$ cat src/rtl/cpu_sequencer.sv
// cpu_sequencer
// Architectural state holder for the 8-bit multi-cycle CPU. Registers the
// control FSM state, program counter, instruction register and zero flag,
// and applies the update requests issued by control_unit each cycle.
// Debug state: sticky halt latch, sticky illegal-state flag, saturating
// retired-instruction counter.
//
// Ports
//   clk         rising-edge clock
//   reset       asynchronous active-low reset
//   run         1: advance every cycle, 0: hold all registers
//   next_state  next FSM state from control_unit
//   pc_we       PC update enable
//   pc_sel      0: PC+1, 1: PC + sign-extended pc_offset
//   pc_offset   two's-complement relative jump offset
//   ir_we       load instr from mem_rdata
//   mem_rdata   instruction memory read data
//   zf_we       load zf from alu_zero
//   alu_zero    ALU result-is-zero
//   halt        halt request from control_unit
//   state       current FSM state
//   instr       instruction register
//   pc          program counter
//   zf          zero flag
//   halted      sticky halt indication
//   err         sticky illegal-state flag
//   retired     completed-instruction count (saturating)
//
// state      | meaning
// FETCH      | read instruction at pc
// DECODE     | decode instr
// EXECUTE    | ALU operation
// MEMORY     | data memory access
// WRITEBACK  | register write
// HALT_STATE | stopped until reset
// 110, 111   | illegal, redirected to FETCH and flagged in err

module cpu_sequencer #(
    parameter int PC_W  = 8,
    parameter int RET_W = 16
) (
    input  logic             clk,
    input  logic             reset,
    input  logic             run,
    input  logic [2:0]       next_state,
    input  logic             pc_we,
    input  logic             pc_sel,
    input  logic [3:0]       pc_offset,
    input  logic             ir_we,
    input  logic [7:0]       mem_rdata,
    input  logic             zf_we,
    input  logic             alu_zero,
    input  logic             halt,
    output logic [2:0]       state,
    output logic [7:0]       instr,
    output logic [PC_W-1:0]  pc,
    output logic             zf,
    output logic             halted,
    output logic             err,
    output logic [RET_W-1:0] retired
);

    typedef enum logic [2:0] {
        FETCH      = 3'b000,
        DECODE     = 3'b001,
        EXECUTE    = 3'b010,
        MEMORY     = 3'b011,
        WRITEBACK  = 3'b100,
        HALT_STATE = 3'b101
    } state_t;

    state_t            state_q, state_d;
    logic [PC_W-1:0]   pc_q, pc_d;
    logic [7:0]        instr_q, instr_d;
    logic              zf_q, zf_d;
    logic              halted_q, halted_d;
    logic              err_q, err_d;
    logic [RET_W-1:0]  retired_q, retired_d;

    logic [PC_W-1:0]   pc_step;

    // Offset is sign-extended to the full PC width so that the add wraps
    // modulo 2^PC_W in both directions.
    assign pc_step = pc_sel ? {{(PC_W-4){pc_offset[3]}}, pc_offset}
                            : {{(PC_W-1){1'b0}}, 1'b1};

    always_ff @(posedge clk or negedge reset) begin
        if (!reset) begin
            state_q   <= FETCH;
            pc_q      <= '0;
            instr_q   <= 8'h00;
            zf_q      <= 1'b0;
            halted_q  <= 1'b0;
            err_q     <= 1'b0;
            retired_q <= '0;
        end else begin
            state_q   <= state_d;
            pc_q      <= pc_d;
            instr_q   <= instr_d;
            zf_q      <= zf_d;
            halted_q  <= halted_d;
            err_q     <= err_d;
            retired_q <= retired_d;
        end
    end

    always_comb begin
        state_d   = state_q;
        pc_d      = pc_q;
        instr_d   = instr_q;
        zf_d      = zf_q;
        halted_d  = halted_q;
        err_d     = err_q;
        retired_d = retired_q;

        if (run && !halted_q) begin
            // halt request wins over whatever next_state says, including
            // an illegal code, so no error is flagged on a halting edge
            if (halt || next_state == HALT_STATE) begin
                state_d  = HALT_STATE;
                halted_d = 1'b1;
            end else if (next_state > HALT_STATE) begin
                state_d = FETCH;
                err_d   = 1'b1;
            end else begin
                state_d = state_t'(next_state);
            end

            if (pc_we) pc_d    = pc_q + pc_step;
            if (ir_we) instr_d = mem_rdata;
            if (zf_we) zf_d    = alu_zero;

            if (state_q != FETCH && state_d == FETCH && retired_q != {RET_W{1'b1}})
                retired_d = retired_q + 1'b1;
        end
    end

    assign state   = state_q;
    assign pc      = pc_q;
    assign instr   = instr_q;
    assign zf      = zf_q;
    assign halted  = halted_q;
    assign err     = err_q;
    assign retired = retired_q;

endmodule

$ cat config.mk
export PLATFORM = sky130hd
export DESIGN_NAME = cpu_sequencer
export DESIGN_NICKNAME = d
export VERILOG_FILES = /design/src/rtl/cpu_sequencer.sv
export SDC_FILE = /design/constraint.sdc
export NUM_CORES = 1
export LEC_CHECK = 0
export ABC_CLOCK_PERIOD_IN_PS = 2600
export BUFFER_PORTS_ARGS = -buffer_cell sky130_fd_sc_hd__buf_2
export CORE_MARGIN = 3
export CORE_UTILIZATION = 50
export CTS_BUF_LIST = sky130_fd_sc_hd__clkbuf_16
export DETAILED_ROUTE_END_ITERATION = 16
export PLACE_DENSITY_LB_ADDON = 0.25
export SYNTH_ARGS = -nofsm -noshare
export SYNTH_HDL_FRONTEND = slang
export SYNTH_SLANG_ARGS = --single-unit
$ cat constraint.sdc
create_clock -name clk -period 2.6 [get_ports clk]
set_input_delay 0.52 -clock clk [delete_from_list [all_inputs] [get_ports clk]]
set_output_delay 0.52 -clock clk [all_outputs]
set_load 0.02 [all_outputs]
==> flow_metrics.py <==
metrics = {
    "global_routing": {
        "grt_max_degree": 39,
        "antenna_found_initial": 0,
        "grt_pass1_wl_um": 6470,
        "grt-ovfl-total": 0,
        "grt_pass1_vias": 1416,
        "grt_usage_pct": 18.6,
    },
    "drt": {
        "finalWirelength_um": 4110,
        "vias_per_cell": 5.22,
        "drtIter0Drc": 47,
        "num_vias": 1566,
        "drc_errors": 0,
        "ant_nets": 0,
        "drtPass1Iterations": 4,
        "routedWlPerCell_um": 13.7,
    },
    "setup_path": {
        "r2r_start": "retired[0]",
        "startpoint_type": "register",
        "required_ns": 2.76,
        "critPathKind": "reg -> reg",
        "crit_fanout": 7,
        "crit_arrival_ns": 2.16,
        "r2r_end": "retired[1]",
        "r2r_setup_slack_ns": 0.60,
        "end_kind": "register",
        "ff2ff_path_depth": 5,
    },
    "timing": {
        "setup_tns_ns": 0,
        "timing.final.crit_share_pct": 76.8,
        "worstMarginPinSlew_ns": 0.804,
        "whs_ns": 0.330,
        "fin_crit_ns": 2.00,
        "hold_viol": 0,
        "slew_headroom_pct": 46.4,
        "rsz0062_at_grt": "no",
        "post-route-worst-setup-slack_ns": 0.603,
        "setup_viol": 0,
        "maxSlewViolCount": 0,
        "max_freq_ghz": 0.501,
        "clock_skew_ns": 0.00447,
    },
    "placed_design": {
        "place_ws_ns": 0.390,
        "gp_congestion": 0.812,
        "placed_area_um2": 2340,
        "hpwl_um": 3090,
        "port_buffers": 61,
        "dp_cells": 292,
    },
    "cts": {
        "htreeDepth": 2,
        "cts_hold_buf": 0,
        "cts_tree": "built",
        "post_cts_buffers": 0,
        "clkTransAtPathRegs_ns": 0.06,
        "cts_sinks": 38,
        "numCtsBuffers": 5,
        "clock_path_buffers": 2,
        "post_cts_resized": 0,
        "clk_latency_ns": 0.28,
        "cts-root-buf": "clkbuf_16",
    },
    "final_layout": {
        "syn2layout_area_growth_pct": 25.8,
        "drive_gt1_share_pct": 34.1,
        "nNetsFinal": 284,
        "finalNonFillerCells": 300,
        "antenna_cells": 0,
        "final_area_um2": 2470,
    },
    "floorplan": {
        "rows": 22,
        "initial_core_util_pct": 52.9,
        "ios": 62,
        "die_h_um": 68.7,
        "die_w_um": 68.7,
        "die-area_um2": 4720,
        "core_area_um2": 3720,
    },
    "logic_synthesis": {
        "synthFlopType": "dfrtp_1",
        "synthArstFlopShare_pct": 100,
        "synth.avg_cell_area_um2": 10.7,
        "yosysSeqAreaShare_pct": 48.3,
        "syn_nets": 216,
        "synth_cell_type_count": 34,
        "ys_warn_count": 0,
        "synth_cells": 183,
        "synth_edf_count": 0,
        "syn_area_um2": 1970,
        "ys_ff_latch": 38,
    },
    "job": {
        "drv_cap": 0,
    },
    "hold_path": {
        "hold_class": "in -> async",
    },
    "pwr": {
        "pwr_density_cell_nw_per_um2": 658,
        "peakVddDrop_uv": 444,
        "p_leak_nw": 1.28,
    },
    "status": {
        "outcome": "complete, no violations",
    },
}
==> cells by family after synthesis <==
| family | after synthesis | synth area share, % |
|---|---|---|
| xor+xnor | 21 | 9.35 |
| simple gates | 66 | 17.8 |
| compound gates | 30 | 9.99 |
| buf+inv | 7 | 1.34 |
| fa+ha+maj | 9 | 6.11 |
| flops | 38 | 48.3 |
| mux | 12 | 7.06 |
==> worst max-delay path by stage <==
stage            startpoint          to  slack [ns]  depth (start not counted)
2_1_floorplan  pc_offset[0]       pc[6]        0.59                          8
3_3_place_gp   pc_offset[0]       pc[6]        0.42                          9
3_5_place_dp         pc_sel       pc[7]        0.39                          9
4_1_cts          retired[1]  retired[1]        0.61                          5
5_1_grt          retired[1]  retired[1]        0.51                          5
6_report         retired[0]  retired[1]        0.60                          5
==> cell usage after synthesis, types with 2 or more instances <==
cell	instances	share of area, %
and2_1	3	0.95
mux2_2	11	6.3
dfrtp_1	38	48
nand3_1	5	1.3
a21oi_1	7	1.8
nor2_1	7	1.3
nand4_1	4	1.3
nand2_1	26	5.0
ha_1	8	5.1
xor2_1	11	4.9
nor2b_1	2	0.64
inv_1	6	1.1
a21o_1	3	1.1
o21ai_0	14	3.6
or3_1	2	0.64
xnor2_1	10	4.5
nand2b_1	2	0.64
nor3_1	8	2.0
==> metrics by stage <==
step	total power, W	utilization [%]
floorplan	0.000940	-
global placement	0.00106	62.9
detailed placement	0.00107	62.9
CTS	0.00164	66.6
global route	0.00173	66.6
finish	0.00163	66.6
==> critical path, stage by stage (launching register included) <==
cell     delay (ns)
dfrtp_1        0.43
ha_1           0.32
nand2_1        0.08
or4_4          0.45
o21a_2         0.29
mux2_4         0.31
==> state kept, by name, indices dropped and copies added, names as in the netlist <==
name / cells
retired: 16
instr: 8
err: 1
pc: 8
state: 3
halted: 1
zf: 1
==> layer usage <==
layer | part of all wire [%] | track usage, % | vias up
met3 | 3.8 | 5.83 | 2
met1 | 44 | 23.2 | 745
met5 | 0 | 0 | -
met4 | 0.29 | 3.89 | 0
met2 | 52 | 31.6 | 35
li1 | - | - | 784
==> placed cells by master (no fill, tap or decap), types with 2 or more instances in the layout <==
| cell | netlist | routed |
|---|---|---|
| clkbuf_16 | 0 | 5 |
| or3_1 | 2 | 2 |
| xor2_1 | 11 | 11 |
| buf_2 | 0 | 61 |
| a21o_1 | 3 | 3 |
| mux2_2 | 11 | 11 |
| nand3_1 | 5 | 5 |
| nor3_1 | 8 | 8 |
| nand2_1 | 26 | 26 |
| ha_1 | 8 | 8 |
| a21oi_1 | 7 | 7 |
| dfrtp_1 | 38 | 38 |
| nand4_1 | 4 | 4 |
| inv_1 | 6 | 7 |
| nor2_1 | 7 | 7 |
| nand2b_1 | 2 | 2 |
| o21ai_0 | 14 | 14 |
| nor2b_1 | 2 | 2 |
| xnor2_1 | 10 | 10 |
| and2_1 | 3 | 3 |
==> layout make-up <==
| type | instances | area [um^2] |
|---|---|---|
| sequential | 38 | 951 |
| multi-input combinational | 138 | 990 |
| fill | 319 | 1240 |
| inverter | 6 | 22.5 |
| tap | 48 | 60.1 |
| clock buffer | 5 | 125 |
| timing repair buffer | 62 | 313 |
| clock inverter | 3 | 12.5 |
==> power breakdown <==
| group | total, W | switching (W) | internal [W] |
|---|---|---|---|
| clock network | 0.000569 | 0.000223 | 0.000346 |
| logic | 0.000360 | 0.000211 | 0.000148 |
| registers | 0.000698 | 0.0000451 | 0.000653 |
| total | 0.00163 | 0.000479 | 0.00115 |
Power figures use the tool's default switching activity.
